==> config.mk <==
export PLATFORM = sky130hd
export DESIGN_NAME = instr_mem_loader
export DESIGN_NICKNAME = d
export VERILOG_FILES = /design/src/rtl/imem_pkg.sv /design/src/rtl/imem_array.sv /design/src/rtl/instr_mem_loader.sv
export SDC_FILE = /design/constraint.sdc
export NUM_CORES = 1
export LEC_CHECK = 0
export CORE_UTILIZATION = 30
export DETAILED_ROUTE_END_ITERATION = 6
export GPL_TIMING_DRIVEN = 0
export PLACE_DENSITY = 0.43
export SLEW_MARGIN = 25
export SYNTH_ARGS = -nofsm -noshare
export SYNTH_HDL_FRONTEND = slang
export SYNTH_SLANG_ARGS = --single-unit
==> constraint.sdc <==
create_clock -name Clk -period 3.85 [get_ports Clk]
set_clock_uncertainty 0.15 [all_clocks]
set_input_delay 0.9625 -clock Clk [delete_from_list [all_inputs] [get_ports Clk]]
set_output_delay 0.9625 -clock Clk [all_outputs]
set_load 0.05 [all_outputs]
==> src/rtl/imem_pkg.sv <==
// rtl/imem_pkg.sv - shared types and default widths for the loadable instruction memory
package imem_pkg;

   localparam int DEF_OPCODE_W   = 3;
   localparam int DEF_ADDR_W     = 5;
   localparam int DEF_PC_W       = 5;
   localparam int DEF_NOP_OPCODE = 0;
   localparam int DEF_WORD_W     = DEF_OPCODE_W + DEF_ADDR_W;

   typedef enum logic [1:0] {
      IDLE,
      LOAD,
      RUN
   } state_t;

   // Opcode sits in the LSBs, address field above it
   typedef struct packed {
      logic [DEF_ADDR_W-1:0]   address;
      logic [DEF_OPCODE_W-1:0] opcode;
   } instr_t;

endpackage

==> src/rtl/imem_array.sv <==
// rtl/imem_array.sv - DEPTH x WORD_W program storage, one synchronous write port, one read port
module imem_array
   import imem_pkg::*;
#(
   parameter int WORD_W = DEF_WORD_W,
   parameter int AW     = DEF_PC_W
) (
   input  logic              Clk,
   input  logic              Wr_en,
   input  logic [AW-1:0]     Wr_addr,
   input  logic [WORD_W-1:0] Wr_data,
   input  logic [AW-1:0]     Rd_addr,
   output logic [WORD_W-1:0] Rd_data
);

   logic [WORD_W-1:0] mem [2**AW];

   always_ff @(posedge Clk) begin
      if (Wr_en) begin
         mem[Wr_addr] <= Wr_data;
      end
   end

   // Read is combinational; the fetch register in the parent supplies the cycle of latency
   assign Rd_data = mem[Rd_addr];

endmodule

==> src/rtl/instr_mem_loader.sv <==
// rtl/instr_mem_loader.sv - loadable instruction memory with registered fetch port; IMEM_PC_WRAP_EN wraps out-of-program fetches
module instr_mem_loader
   import imem_pkg::*;
#(
   parameter int OPCODE_W   = DEF_OPCODE_W,
   parameter int ADDR_W     = DEF_ADDR_W,
   parameter int PC_W       = DEF_PC_W,
   parameter int NOP_OPCODE = DEF_NOP_OPCODE
) (
   input  logic                       Clk,
   input  logic                       Reset,
   input  logic                       Load_start,
   input  logic                       Load_valid,
   input  logic                       Load_last,
   input  logic [OPCODE_W+ADDR_W-1:0] Load_data,
   output logic                       Load_busy,
   output logic [PC_W:0]              Prog_len,
   input  logic                       Fetch_en,
   input  logic                       Stall,
   input  logic [PC_W-1:0]            Program_counter,
   output logic [OPCODE_W-1:0]        Opcode,
   output logic [ADDR_W-1:0]          Address,
   output logic                       Instr_valid,
   output logic                       Pc_oob
);

   localparam int WORD_W = OPCODE_W + ADDR_W;
   localparam int DEPTH  = 2**PC_W;

   state_t            state;
   logic [PC_W-1:0]   ptr;
   logic [PC_W-1:0]   rd_addr;
   logic [WORD_W-1:0] rd_word;
   logic              wr_en;
   logic              fetch_oob;

   // Load_start outranks a same-cycle Load_valid, so that word is dropped
   assign wr_en     = (state == LOAD) && Load_valid && !Load_start;
   assign fetch_oob = {1'b0, Program_counter} >= Prog_len;
   assign Load_busy = (state == LOAD);

`ifdef IMEM_PC_WRAP_EN
   always_comb begin
      rd_addr = Program_counter;
      if (fetch_oob && Prog_len != '0) begin
         rd_addr = PC_W'({1'b0, Program_counter} % Prog_len);
      end
   end
`else
   assign rd_addr = Program_counter;
`endif

   imem_array #(
      .WORD_W (WORD_W),
      .AW     (PC_W)
   ) u_array (
      .Clk     (Clk),
      .Wr_en   (wr_en),
      .Wr_addr (ptr),
      .Wr_data (Load_data),
      .Rd_addr (rd_addr),
      .Rd_data (rd_word)
   );

   always_ff @(posedge Clk) begin
      if (Reset) begin
         state       <= IDLE;
         ptr         <= '0;
         Prog_len    <= '0;
         Opcode      <= '0;
         Address     <= '0;
         Instr_valid <= 1'b0;
         Pc_oob      <= 1'b0;
      end else begin
         case (state)
            IDLE: begin
               Instr_valid <= 1'b0;
               if (Load_start) begin
                  state <= LOAD;
                  ptr   <= '0;
               end
            end
            LOAD: begin
               Instr_valid <= 1'b0;
               if (Load_start) begin
                  ptr <= '0;
               end else if (Load_valid) begin
                  ptr <= ptr + PC_W'(1);
                  // Last slot closes the load even without Load_last
                  if (Load_last || ptr == PC_W'(DEPTH - 1)) begin
                     Prog_len <= {1'b0, ptr} + (PC_W+1)'(1);
                     state    <= RUN;
                  end
               end
            end
            RUN: begin
               if (Load_start) begin
                  state       <= LOAD;
                  ptr         <= '0;
                  Instr_valid <= 1'b0;
               end else if (!Stall) begin
                  if (Fetch_en) begin
                     Instr_valid <= 1'b1;
                     Pc_oob      <= fetch_oob;
`ifdef IMEM_PC_WRAP_EN
                     Opcode      <= rd_word[OPCODE_W-1:0];
                     Address     <= rd_word[WORD_W-1:OPCODE_W];
`else
                     if (fetch_oob) begin
                        Opcode  <= OPCODE_W'(NOP_OPCODE);
                        Address <= '0;
                     end else begin
                        Opcode  <= rd_word[OPCODE_W-1:0];
                        Address <= rd_word[WORD_W-1:OPCODE_W];
                     end
`endif
                  end else begin
                     Instr_valid <= 1'b0;
                  end
               end
            end
            default: state <= IDLE;
         endcase
      end
   end

endmodule

======== Yosys cells after proc, flatten, opt, wreduce, memory -nomap -nowiden ========
Memories as Yosys holds them, arrays and structs flattened.
Cells that the tools add are included.
word-level totals
  flip-flop bits (word level) ............. 23
  ROM bits ................................ 0
  memory bits (writable) .................. 256
  memories kept ........................... 1
  latch bits .............................. 0
  output and inout bits ................... 17
  input bits .............................. 20
  logic and storage cells ................. 53
memory list
  memory       words  bits a word  rd ports  clocked after Yosys merged registers in  write ports  line              source
  u_array.mem  32     8            1         0                                        1            imem_array.sv:16  logic [WORD_W-1:0] mem [2**AW];
operators by class
  multiplexer cells ....................... 17
  add/subtract/negate cells ............... 2
  shift operators ......................... 0
  $lt $le $gt $ge ......................... 1
  eq/ne operators ......................... 9
  reduce and logical (&&, ||, !) cells .... 14
  multipliers ............................. 0
  div/mod/pow operators ................... 0
  bitwise operators ....................... 2
operator list
  operator               number
  $mux W5                4
  $reduce_and A4 Y1      3
  $pmux W5 S2            1
  $mux W2                4
  $add A5 B1 Y6 const B  1
  $ge A5 B6 Y1           1
  $ne A3 B3 Y1 const B   2
  $add A5 B1 Y5 const B  1
  $eq A5 B5 Y1 const B   1
  $mux W1                5
  $ne A2 B1 Y1 const B   2
  $ne A2 B2 Y1 const B   2
  $pmux W2 S2            1
  $reduce_bool A2 Y1     2
  $reduce_or A2 Y1       2
  $mux W3                1
  $reduce_and A3 Y1      1
  $eq A2 B1 Y1 const B   1
  $eq A2 B2 Y1 const B   1
  $logic_and A1 B1 Y1    2
  $logic_not A2 Y1       1
  $not A1 Y1             2
  $pmux W1 S2            1
  $reduce_and A2 Y1      1
  2 further kinds        2

======== Longest topological paths before layout ========
  depth after elaboration ................. 6
  gate-level depth with buffers ........... 11
  mapped depth without buffers ............ 7

======== Hierarchy ========
From an unflattened synthesis, not the netlist that was laid out.
second synthesis, totals
  cells, all modules ...................... 525
  area, all modules ....................... 11043.1 µm²
modules (own cells, without submodules)
  module            area an instance (µm²)  cells each  seq. area each (µm²)  times used
  imem_array        9893.2                  409         7687.4                1
  instr_mem_loader  1149.9                  116         460.4                 1

======== Worst setup path before layout ========
No wires, ideal clock.
  path type ............................... input port to flip-flop
  from .................................... in Program_counter[0]
  to ...................................... reg Address[0]
  slack ................................... 0.788 ns
  library setup time ...................... 0.062 ns
  buffers on the path ..................... 4
  data arrival time ....................... 2.850 ns
  stages on the path ...................... 11
  data required time ...................... 3.638 ns
  cells stage by stage .................... buf_6 > buf_6 > buf_4 > buf_2 > inv_1 > ha_1 > nand2b_1 > a31oi_1 > o22ai_1 > nor3_2 > a32o_1
on the way
  word-level cells in the longest chain between the ends .. 2
  elaborated cells on any way between the ends .. 3
  those cells by class .................... order compare: 1; mux: 1; memory: 1
ends and longest elaborated chain
  what                                                   line                     source
  start, declared                                        instr_mem_loader.sv:20   input logic [PC_W-1:0] Program_counter,
  $mem_v2 Z32 W8 / $ge A5 B6 Y1 (equally long branches)  --
  $mux W5 (*)                                            instr_mem_loader.sv:109  if (fetch_oob) begin
  end signal, assigned                                   instr_mem_loader.sv:114  Address <= rd_word[WORD_W-1:OPCODE_W];
  end, declared                                          instr_mem_loader.sv:22   output logic [ADDR_W-1:0] Address,
Mark *: on every way between the ends. The rest lies on a longest branch, timed or not.
A chain may end at the register's enable or synchronous reset.

======== Final worst setup path ========
  from .................................... in Program_counter[1]
  to ...................................... reg Address[0]
Same word-level chain as after synthesis.

==> summary.md <==
| Metric | Value |
|---|---|
| Outcome | finished, final reports clean |
| Primary FF master, synth | edfxtp_1 |
| Post-CTS setup buffer count | 0 |
| Cell Area, Placed | 0.0121 mm2 |
| FFs w/ async S/R, synth | 0 |
| Hold WC Path Type | reg2reg |
| Number of global-route vias before repair | 6409 |
| Post-route DRC | 0 |
| Number of iterations in the first detailed-routing pass | 5 |
| F_max | 0.283 GHz |
| Clock latency on the worst-skew pair | 0.56 ns |
| Die ar. | 0.0379 mm2 |
| FP Rows | 70 |
| Input/output buffers | 33 |
| Drt wl/cell | 23.9 um |
| TritonCTS Buffers | 31 |
| Post-Syn Instances | 651 |
| Antenna Diode Count | 0 |
| Yosys warning total | 0 |
| Critical path capture point type | register |
| RSZ-0062 raised after global routing | false |
| Pleak | 4.14 nW |
| Clk root buf | clkbuf_16 |
| Mapped Nets | 681 |
| Seq/Total Area, Yosys | 0.731 |
| Post-route setup TNS | 0 ns |
| Max_cap viols | 0 |
| Pwr dens | 489 mW/mm2 |
| Final Hold Viols | 0 |
| GP Congestion | 0.798 |
| Min Tclk post-route | 3.53 ns |
| Commonest non-fill, non-tap cell in the layout | edfxtp_1 |
| GR Util met3 | 0.0205 |
| CTS tree | done |
| CP max FO | 10 |
| Initial antenna violation count | 0 |
| Maximum clock path buffer count | 3 |
| IO Count | 37 |
| Post_cts resized | 0 |
| Finished layout cell area | 0.0130 mm2 |
| CTS HTree Levels | 1 |
| Iter 0 DRT Violations | 462 |
| GRT met1 Usage | 0.213 |
| Final period utilization | 0.917 |
| Maximum vdd drop | 0.000333 V |
| Grt ovf | 0 |
| Layout cells sized above 1 | 0.149 |
| Die Span Y | 195 um |
| Post-synthesis cell type count | 42 |
| First-pass GRT wire length | 43000 um |
| Synthesis-stage register bit count | 279 |
| EDFF count, synth | 256 |
| Initial core utilization | 0.305 |
| Nets | 749 |
| Dpl hpwl | 19700 um |
| Tot GR Track Use | 0.156 |
| Busiest grt layer | met2 |
| Required time of the critical path | 4.20 ns |
| Detail Route Antenna Nets | 0 |
| Highest-count cells in the layout ignoring fill and taps | 256 x edfxtp_1, 52 x nor2_1, 52 x mux2i_1, 36 x mux4_2, 31 x clkbuf_16 |
| Met2 GRT Util | 0.258 |
| Slew HR | 0.368 |
| Via count | 6076 |
| Fillers | 3451 |
| Core area | 0.0366 mm2 |
| Clock slew at reported path FFs | 0.05 ns |
| Clock net sink count | 279 |
| Area Growth Syn to Fin | 16.6% |
| Worst setup SP type | input port |
| Slew Limit Fails | 0 |
| DIE WIDTH | 195 um |
| Routed WL | 29000 um |
| Worst EP arrival | 3.88 ns |
| FF-to-FF setup slack | 0.75 ns |
| Post-Syn Area | 0.0111 mm2 |
| Post-CTS Hold Buffers | 0 |
| Setup CP Type | in2reg |
| Syn Area/Cell | 17.1 um2 |
| Vias per inst | 5.02 |
| Pin count of the biggest net entering global routing | 33 |
| Worst Tran Pin Value | 0.943 ns |
| Final setup fails | 0 |
stage by stage:
stage          cells  setup WS (ns)   util  total power [mW]  hold WS [ns]
6_report        1211          0.320  0.355              6.35         0.334
5_1_grt         1211          0.258  0.355              6.56         0.363
4_1_cts         1211          0.316  0.355              6.42         0.343
3_5_place_dp    1154         -0.276  0.330              3.71         0.329
3_3_place_gp    1152         -0.239  0.330              3.71         0.330
2_1_floorplan    651          0.788      -              3.56         0.323
worst max-delay path, cell delays in order:
cell and delay, ns:
clkdlybuf4s50_1 0.77, buf_2 0.42, nand2_1 0.35, o221ai_1 0.54, nor3b_1 0.18, nor3_1 0.44, a32o_1 0.23
logic make-up after synthesis:
logic type	synth area share
AOI/OAI and AO/OA	0.0641
xor gates and xnor gates	0.00157
adders and majority gates	0.0112
buffers and inverters	0.0214
DFF	0.731
muxes	0.119
and+or+nand+nor	0.0514
worst paths after layout:
| check | from | end | cells after the start |
|---|---|---|---|
| worst min register to register | Address[0] | Address[0] | 1 |
| worst max register to register | state[0] | u_array.mem[8][4] | 6 |
| worst max-delay path | Program_counter[1] | Address[0] | 7 |
| worst min-delay path | Address[0] | Address[0] | 1 |
area by class of cell:
class                           count  area (um2)  area share
Sequential cell                   279        8150       0.627
Multi-Input combinational cell    326        2770       0.213
Clock buffer                       38         802      0.0617
Tap cell                          468         586      0.0450
Timing Repair Buffer               35         345      0.0266
Buffer                             34         194      0.0149
Clock inverter                     19         118     0.00905
Inverter                           12        45.0     0.00346
metal layers:
| layer | part of all wire | vias up | wire length (um) |
|---|---|---|---|
| met1 | 0.45 | 3139 | 13000 |
| met5 | 0 | - | 0 |
| met4 | 0.029 | 0 | 839 |
| met3 | 0.042 | 52 | 1210 |
| met2 | 0.48 | 146 | 13900 |
| li1 | - | 2739 | - |
state kept, by name (all words and copies together), names as in the netlist:
name and cells:
Pc_oob 1, state 2, Opcode 3, Address 5
Prog_len 6, ptr 5, u_array.mem 256, Instr_valid 1
cells in the mapped netlist, drive strengths merged (2+ instances only):
cell / n / share of area
a211oi: 4 / 0.0027
a21o: 2 / 0.0013
a21oi: 29 / 0.013
a22oi: 5 / 0.0034
a31oi: 8 / 0.0045
a32o: 7 / 0.0063
and3: 2 / 0.0011
buf: 20 / 0.013
clkbuf: 14 / 0.0047
dfxtp: 23 / 0.041
edfxtp: 256 / 0.69
ha: 10 / 0.011
inv: 12 / 0.0040
mux2i: 52 / 0.047
mux4: 36 / 0.073
nand2: 12 / 0.0040
nand2b: 6 / 0.0034
nand3: 10 / 0.0045
nand3b: 5 / 0.0034
nor2: 52 / 0.018
nor2b: 3 / 0.0017
nor3: 10 / 0.0054
nor3b: 7 / 0.0047
o211ai: 6 / 0.0040
o21ai: 25 / 0.011
o221ai: 14 / 0.011
o22ai: 9 / 0.0051
or2: 2 / 0.0011
or3b: 2 / 0.0016
xnor2: 2 / 0.0016
power by group:
group	internal (mW)	leakage [nW]	switching (mW)
Clock	1.53	0.457	1.18
Combinational	0.114	1.19	0.216
Sequential	3.31	2.49	0.00213
Total	4.96	4.14	1.39
Power figures use the tool's default switching activity.
